$ cat src/rtl/upgrade_pkg.sv
// Shared constants, state encoding and LFSR helper for the upgrade spawner slice.
package upgrade_pkg;

  typedef logic [1:0] state_t;

  localparam state_t ST_IDLE   = 2'd0;
  localparam state_t ST_WAIT   = 2'd1;
  localparam state_t ST_PLACE  = 2'd2;
  localparam state_t ST_ACTIVE = 2'd3;

  // Taps for x^16+x^14+x^13+x^11+1 on a left-shifting register.
  localparam logic [15:0] LFSR_TAPS         = 16'hB400;
  localparam logic [15:0] LFSR_DEFAULT_SEED = 16'hACE1;

  localparam int DEF_SPAWN_DELAY    = 300;
  localparam int DEF_ACTIVE_TIMEOUT = 600;
  localparam int DEF_BOOST_FRAMES   = 480;
  localparam int DEF_X_MIN          = 40;
  localparam int DEF_X_MAX          = 600;
  localparam int DEF_Y_MIN          = 40;
  localparam int DEF_Y_MAX          = 440;
  localparam int DEF_UPGRADE_SIZE   = 8;

  localparam logic [2:0] PLACE_MAX_RETRY = 3'd7;
  localparam int         BLINK_WINDOW    = 120;

  function automatic logic [15:0] lfsr_next(input logic [15:0] s);
    return {s[14:0], ^(s & LFSR_TAPS)};
  endfunction

endpackage

$ cat src/rtl/upgrade_lfsr.sv
// Free-running 16-bit Fibonacci LFSR; advances every frame and exposes its full state.
module upgrade_lfsr import upgrade_pkg::*; #(
  parameter logic [15:0] SEED = LFSR_DEFAULT_SEED
) (
  input  logic        frame_clk,
  input  logic        Reset,
  output logic [15:0] state_o
);

  logic [15:0] lfsr_q;

  always_ff @(posedge frame_clk or posedge Reset) begin
    if (Reset) lfsr_q <= SEED;
    else       lfsr_q <= lfsr_next(lfsr_q);
  end

  assign state_o = lfsr_q;

endmodule

$ cat src/rtl/upgrade_spawner.sv
// Upgrade spawner: places pickups, arms the collector and runs per-player speed boosts.
// Optional build macro UPGRADE_BLINK_EN blinks the sprite shortly before despawn.
module upgrade_spawner import upgrade_pkg::*; #(
  parameter int          SPAWN_DELAY    = DEF_SPAWN_DELAY,
  parameter int          ACTIVE_TIMEOUT = DEF_ACTIVE_TIMEOUT,
  parameter int          BOOST_FRAMES   = DEF_BOOST_FRAMES,
  parameter int          X_MIN          = DEF_X_MIN,
  parameter int          X_MAX          = DEF_X_MAX,
  parameter int          Y_MIN          = DEF_Y_MIN,
  parameter int          Y_MAX          = DEF_Y_MAX,
  parameter int          UPGRADE_SIZE   = DEF_UPGRADE_SIZE,
  parameter logic [15:0] LFSR_SEED      = LFSR_DEFAULT_SEED
) (
  input  logic       Reset,
  input  logic       frame_clk,
  input  logic       enable,
  input  logic       collected,
  input  logic       speed_1_upgraded,
  input  logic       speed_2_upgraded,
  output logic [9:0] UpgradeX,
  output logic [9:0] UpgradeY,
  output logic [9:0] Upgrade_Size,
  output logic       upgrade_visible,
  output logic       collector_clear,
  output logic       boost_1_active,
  output logic       boost_2_active,
  output logic [7:0] spawn_count
);

  localparam int WAIT_W  = $clog2(SPAWN_DELAY + 1);
  localparam int ACT_W   = $clog2(ACTIVE_TIMEOUT + 1);
  localparam int BOOST_W = $clog2(BOOST_FRAMES + 1);

  localparam logic [WAIT_W-1:0]  WAIT_LOAD  = WAIT_W'(SPAWN_DELAY - 1);
  localparam logic [ACT_W-1:0]   ACT_LOAD   = ACT_W'(ACTIVE_TIMEOUT - 1);
  localparam logic [BOOST_W-1:0] BOOST_LOAD = BOOST_W'(BOOST_FRAMES);
  localparam logic [10:0] X_LO  = 11'(X_MIN);
  localparam logic [10:0] X_HI  = 11'(X_MAX);
  localparam logic [10:0] Y_LO  = 11'(Y_MIN);
  localparam logic [10:0] Y_HI  = 11'(Y_MAX);
  localparam logic [9:0]  X_MID = 10'((X_MIN + X_MAX) / 2);
  localparam logic [9:0]  Y_MID = 10'((Y_MIN + Y_MAX) / 2);

  state_t             state_q, state_d;
  logic [WAIT_W-1:0]  wait_q, wait_d;
  logic [ACT_W-1:0]   act_q, act_d;
  logic [2:0]         retry_q, retry_d;
  logic [9:0]         x_q, x_d, y_q, y_d;
  logic [7:0]         spawn_q, spawn_d;
  logic [BOOST_W-1:0] boost1_q, boost1_d, boost2_q, boost2_d;
  logic               spd1_prev_q, spd2_prev_q;

  logic [15:0] lfsr_s;
  logic [10:0] cand_x_s, cand_y_s;
  logic        cand_ok_s;

  upgrade_lfsr #(.SEED(LFSR_SEED)) u_lfsr (
    .frame_clk (frame_clk),
    .Reset     (Reset),
    .state_o   (lfsr_s)
  );

  // Compare in 11 bits so a full-range bound never degenerates to a constant test.
  assign cand_x_s  = {1'b0, lfsr_s[9:0]};
  assign cand_y_s  = {1'b0, lfsr_s[15:6]};
  assign cand_ok_s = (cand_x_s >= X_LO) && (cand_x_s <= X_HI) &&
                     (cand_y_s >= Y_LO) && (cand_y_s <= Y_HI);

  always_comb begin
    state_d = state_q;
    wait_d  = wait_q;
    act_d   = act_q;
    retry_d = retry_q;
    x_d     = x_q;
    y_d     = y_q;
    spawn_d = spawn_q;
    if (!enable) begin
      state_d = ST_IDLE;
    end else begin
      case (state_q)
        ST_IDLE: begin
          state_d = ST_WAIT;
          wait_d  = WAIT_LOAD;
        end
        ST_WAIT: begin
          if (wait_q == {WAIT_W{1'b0}}) begin
            state_d = ST_PLACE;
            retry_d = 3'd0;
          end else begin
            wait_d = wait_q - WAIT_W'(1);
          end
        end
        ST_PLACE: begin
          if (cand_ok_s || (retry_q == PLACE_MAX_RETRY)) begin
            state_d = ST_ACTIVE;
            act_d   = ACT_LOAD;
            x_d     = cand_ok_s ? cand_x_s[9:0] : X_MID;
            y_d     = cand_ok_s ? cand_y_s[9:0] : Y_MID;
            spawn_d = (spawn_q == 8'hFF) ? spawn_q : spawn_q + 8'd1;
          end else begin
            retry_d = retry_q + 3'd1;
          end
        end
        ST_ACTIVE: begin
          if (collected || (act_q == {ACT_W{1'b0}})) begin
            state_d = ST_WAIT;
            wait_d  = WAIT_LOAD;
          end else begin
            act_d = act_q - ACT_W'(1);
          end
        end
        default: state_d = ST_IDLE;
      endcase
    end
  end

  // A rising pickup flag reloads the boost to full; otherwise it drains to zero.
  always_comb begin
    boost1_d = boost1_q;
    boost2_d = boost2_q;
    if (speed_1_upgraded && !spd1_prev_q)  boost1_d = BOOST_LOAD;
    else if (boost1_q != {BOOST_W{1'b0}})  boost1_d = boost1_q - BOOST_W'(1);
    else                                   boost1_d = boost1_q;
    if (speed_2_upgraded && !spd2_prev_q)  boost2_d = BOOST_LOAD;
    else if (boost2_q != {BOOST_W{1'b0}})  boost2_d = boost2_q - BOOST_W'(1);
    else                                   boost2_d = boost2_q;
  end

  always_ff @(posedge frame_clk or posedge Reset) begin
    if (Reset) begin
      state_q     <= ST_IDLE;
      wait_q      <= {WAIT_W{1'b0}};
      act_q       <= {ACT_W{1'b0}};
      retry_q     <= 3'd0;
      x_q         <= X_MID;
      y_q         <= Y_MID;
      spawn_q     <= 8'd0;
      boost1_q    <= {BOOST_W{1'b0}};
      boost2_q    <= {BOOST_W{1'b0}};
      spd1_prev_q <= 1'b0;
      spd2_prev_q <= 1'b0;
    end else begin
      state_q     <= state_d;
      wait_q      <= wait_d;
      act_q       <= act_d;
      retry_q     <= retry_d;
      x_q         <= x_d;
      y_q         <= y_d;
      spawn_q     <= spawn_d;
      boost1_q    <= boost1_d;
      boost2_q    <= boost2_d;
      spd1_prev_q <= speed_1_upgraded;
      spd2_prev_q <= speed_2_upgraded;
    end
  end

  assign UpgradeX        = x_q;
  assign UpgradeY        = y_q;
  assign Upgrade_Size    = 10'(UPGRADE_SIZE);
  assign spawn_count     = spawn_q;
  assign collector_clear = (state_q != ST_ACTIVE);
  assign boost_1_active  = (boost1_q != {BOOST_W{1'b0}});
  assign boost_2_active  = (boost2_q != {BOOST_W{1'b0}});

`ifdef UPGRADE_BLINK_EN
  logic [31:0] act_ext_s;
  assign act_ext_s       = 32'(act_q);
  assign upgrade_visible = (state_q == ST_ACTIVE) &&
                           ((act_ext_s < 32'(BLINK_WINDOW)) ? act_ext_s[3] : 1'b1);
`else
  assign upgrade_visible = (state_q == ST_ACTIVE);
`endif

endmodule

$ cat config.mk
export PLATFORM = sky130hd
export DESIGN_NAME = upgrade_spawner
export DESIGN_NICKNAME = d
export VERILOG_FILES = /design/src/rtl/upgrade_pkg.sv /design/src/rtl/upgrade_lfsr.sv /design/src/rtl/upgrade_spawner.sv
export SDC_FILE = /design/constraint.sdc
export NUM_CORES = 1
export LEC_CHECK = 0
export BUFFER_PORTS_ARGS = -buffer_cell sky130_fd_sc_hd__buf_4
export CAP_MARGIN = 10
export CORE_ASPECT_RATIO = 1.1
export CORE_MARGIN = 8
export CORE_UTILIZATION = 58
export CTS_CLUSTER_SIZE = 24
export DETAILED_ROUTE_END_ITERATION = 10
export PLACE_DENSITY = 0.9
export SLEW_MARGIN = 20
export SYNTH_ARGS = -nofsm -noshare
export SYNTH_HDL_FRONTEND = slang
export SYNTH_HIERARCHICAL = 1
export SYNTH_SLANG_ARGS = --single-unit
export TNS_END_PERCENT = 50
$ cat constraint.sdc
create_clock -name frame_clk -period 2.94 [get_ports frame_clk]
set_input_delay 0.294 -clock frame_clk [delete_from_list [all_inputs] [get_ports frame_clk]]
set_output_delay 0.294 -clock frame_clk [all_outputs]
set_load 0.05 [all_outputs]
==> flow_metrics.py <==
metrics = {
    "floorplanning": {
        "die_w_um": 96.5,
        "die-area_um2": 10100,
        "coreArea_um2": 6970,
        "io_pins": 48,
        "fp.dieH_um": 105,
        "start_util": 0.594,
        "rows": 32,
    },
    "timing": {
        "maxSlewHeadroom": 0.537,
        "clock_skew_ps": 14.0,
        "post-route-min-period_ps": 2590,
        "rsz0062_at_grt": "no",
        "max_freq_mhz": 386,
        "setup_viol": 0,
        "tightest_slew_ps": 686,
        "slew_viol_final": 0,
        "whs_ps": 53.4,
        "tns_ps": 0,
        "layout_setup_ws_ps": 348,
        "fin_crit_sh": 0.882,
        "finalHoldViolCount": 0,
    },
    "placed_design": {
        "io_buffers": 37,
        "hpwl_um": 6240,
        "routabilityCongestion": 0.921,
        "dpl_worst_slack_ps": 508,
    },
    "setup_path": {
        "rrSetupSlack_ps": 400,
        "ff2ff_path_depth": 7,
        "end_kind": "primary output",
        "cp.arrival_ps": 2300,
        "slowest_stage": "or4_1",
        "critPathMostFrequentCell": "or4_1",
        "start_kind": "flop",
        "r2r-start": "act_q[0]",
        "critPathRequiredTime_ps": 2650,
        "critPathMaxStageDelay_ps": 660,
        "critical_path.cell_chain": "or4_1 -> or4_1 -> buf_4",
        "path_class": "reg -> out",
        "r2r-end": "wait_q[7]",
        "path_max_fanout": 8,
    },
    "power_and_ir_drop": {
        "ir_worst_vdd_uv": 406,
        "power.leakage_nw": 2.12,
        "power.density_nw_per_um2": 693,
    },
    "cells_and_area": {
        "layout_commonest_cell": "dfrtp_1",
        "regArea_um2": 2170,
        "diodes": 0,
        "fill_cells": 539,
        "multiInputGateArea_um2": 1800,
        "final_cell_mix": "72 x dfrtp_1, 43 x buf_4, 26 x nor2_1",
        "syn2layout_area_growth_pct": 13.7,
        "post_route_cells_drive_above_1_share": 0.198,
        "nNetsFinal": 441,
    },
    "grt": {
        "grt_max_degree": 31,
        "track_usage": 0.184,
        "grt_pass1_wl_um": 15000,
        "grt_pass1_vias": 3172,
        "antenna_found_initial": 0,
        "overflow": 0,
    },
    "synth": {
        "ys_ff_latch": 86,
        "ys_types": 60,
        "synth_edf_count": 0,
        "synthFlopType": "dfrtp_1",
        "synthCells": 382,
        "ys_seq_area_frac": 0.524,
        "synthArstFlopShare": 1.00,
        "synth_area_um2": 4140,
        "avgSynthCellArea_um2": 10.8,
        "synth_warnings": 6,
    },
    "detailed_routing": {
        "avgRoutedWirePerCell_um": 17.0,
        "totalWireLength_um": 8770,
        "drc": 0,
        "firstDrtPassIters": 5,
        "dr.first_iter.drc_count": 240,
        "vias_per_cell": 6.08,
        "ant_nets": 0,
        "vias": 3130,
    },
    "min_path": {
        "hp-class": "in -> reg",
        "hold-path-endpoint": "spd2_prev_q",
        "min_from": "speed_2_upgraded",
        "min_path_cells": 1,
    },
    "flow_run": {
        "drv_cap": 0,
    },
    "clocking": {
        "cts-root-buf": "clkbuf_8",
        "postCtsSetupBuffers": 0,
        "insertion_delay_ps": 360,
        "clock-sinks": 86,
        "cts_tree": "yes",
        "cts-buffers-inserted": 9,
        "cts.htree.levels": 3,
        "path_clk_slew_ps": 90,
        "cts_max_path_buffers": 2,
    },
    "status": {
        "status": "finished, final reports clean",
    },
}
[final cells by class]
cell class,count,share of cell area
inverter,17,0.0136
timing repair buffer,44,0.0707
multi-input combinational,267,0.383
tap,85,0.0226
sequential,86,0.461
clock buffer,10,0.0292
clock inverter,6,0.0194
[routing by layer]
layer  wire length [µm]  up-vias  track usage
li1                   -     1476            -
met1               3620     1529        0.228
met2               4460      107        0.297
met3                546       18       0.0501
met4                153        0       0.0661
met5                  0        -            0
[worst max-delay path: cells and delay by family, from the launching register on]
family	cells	cell delay, ps
buf+inv	1	260
flops	1	440
simple gates	2	1260
[synthesized netlist by cell type (7+ instances only)]
| library cell | number | share of area |
|---|---|---|
| dfrtp_1 | 72 | 0.44 |
| nor2_1 | 26 | 0.024 |
| nand2_1 | 24 | 0.022 |
| inv_1 | 17 | 0.015 |
| a22o_1 | 16 | 0.034 |
| dfstp_2 | 14 | 0.089 |
| a21oi_1 | 12 | 0.015 |
| buf_4 | 12 | 0.022 |
| nor3_1 | 12 | 0.015 |
| nand2b_1 | 11 | 0.017 |
| o21ai_0 | 11 | 0.013 |
| ha_1 | 10 | 0.030 |
| xnor2_1 | 10 | 0.021 |
| a31oi_1 | 9 | 0.014 |
| o31ai_1 | 8 | 0.015 |
| xor2_1 | 8 | 0.017 |
| and3_1 | 7 | 0.011 |
| nor4_1 | 7 | 0.011 |
[power by group]
part | internal, mW | switching, mW | total [mW]
Combinational | 0.317 | 0.487 | 0.804
Sequential | 1.35 | 0.180 | 1.53
Clock | 0.508 | 0.422 | 0.930
[worst max path at each step]
stage | startpoint | to
after floorplan | state_q[0] | act_q[7]
after global placement | act_q[0] | wait_q[7]
after detailed placement | act_q[0] | wait_q[7]
after CTS | boost2_q[3] | boost_2_active
after global routing | boost2_q[3] | boost_2_active
final | boost2_q[3] | boost_2_active
[cells by family after synthesis]
logic type / after synthesis / share of synthesized area
AO/OA/AOI/OAI: 89 / 0.164
XOR/XNOR: 18 / 0.0381
adder cells (fa/ha/maj): 10 / 0.0302
buffers and inverters: 37 / 0.0469
flip-flops: 86 / 0.524
multiplexers: 3 / 0.00786
other: 2 / 0.00182
AND/OR/NAND/NOR: 137 / 0.187
[what timing repair did]
item	CTS	global route
hold buffers	1	0
gates resized for setup	0	0
hold endpoints to repair	3	0
[registers in the layout (all words and copies together) (netlist names)]
register and flops:
wait_q 9, boost1_q 9, spawn_count 8, UpgradeX 9, boost2_q 9, u_lfsr/state_o 16
act_q 10, state_q 2, spd1_prev_q 1, retry_q 3, spd2_prev_q 1, UpgradeY 9
[stage by stage]
stage | std cells | total power, mW | utilization | area [µm²]
5_1_grt | 515 | 3.46 | 0.675 | 4710
3_5_place_dp | 498 | 2.33 | 0.641 | 4470
3_3_place_gp | 498 | 2.27 | 0.641 | 4470
4_1_cts | 515 | 3.28 | 0.675 | 4710
6_report | 515 | 3.26 | 0.675 | 4710
2_1_floorplan | 390 | 2.13 | - | 4170
Power figures use the tool's default switching activity.
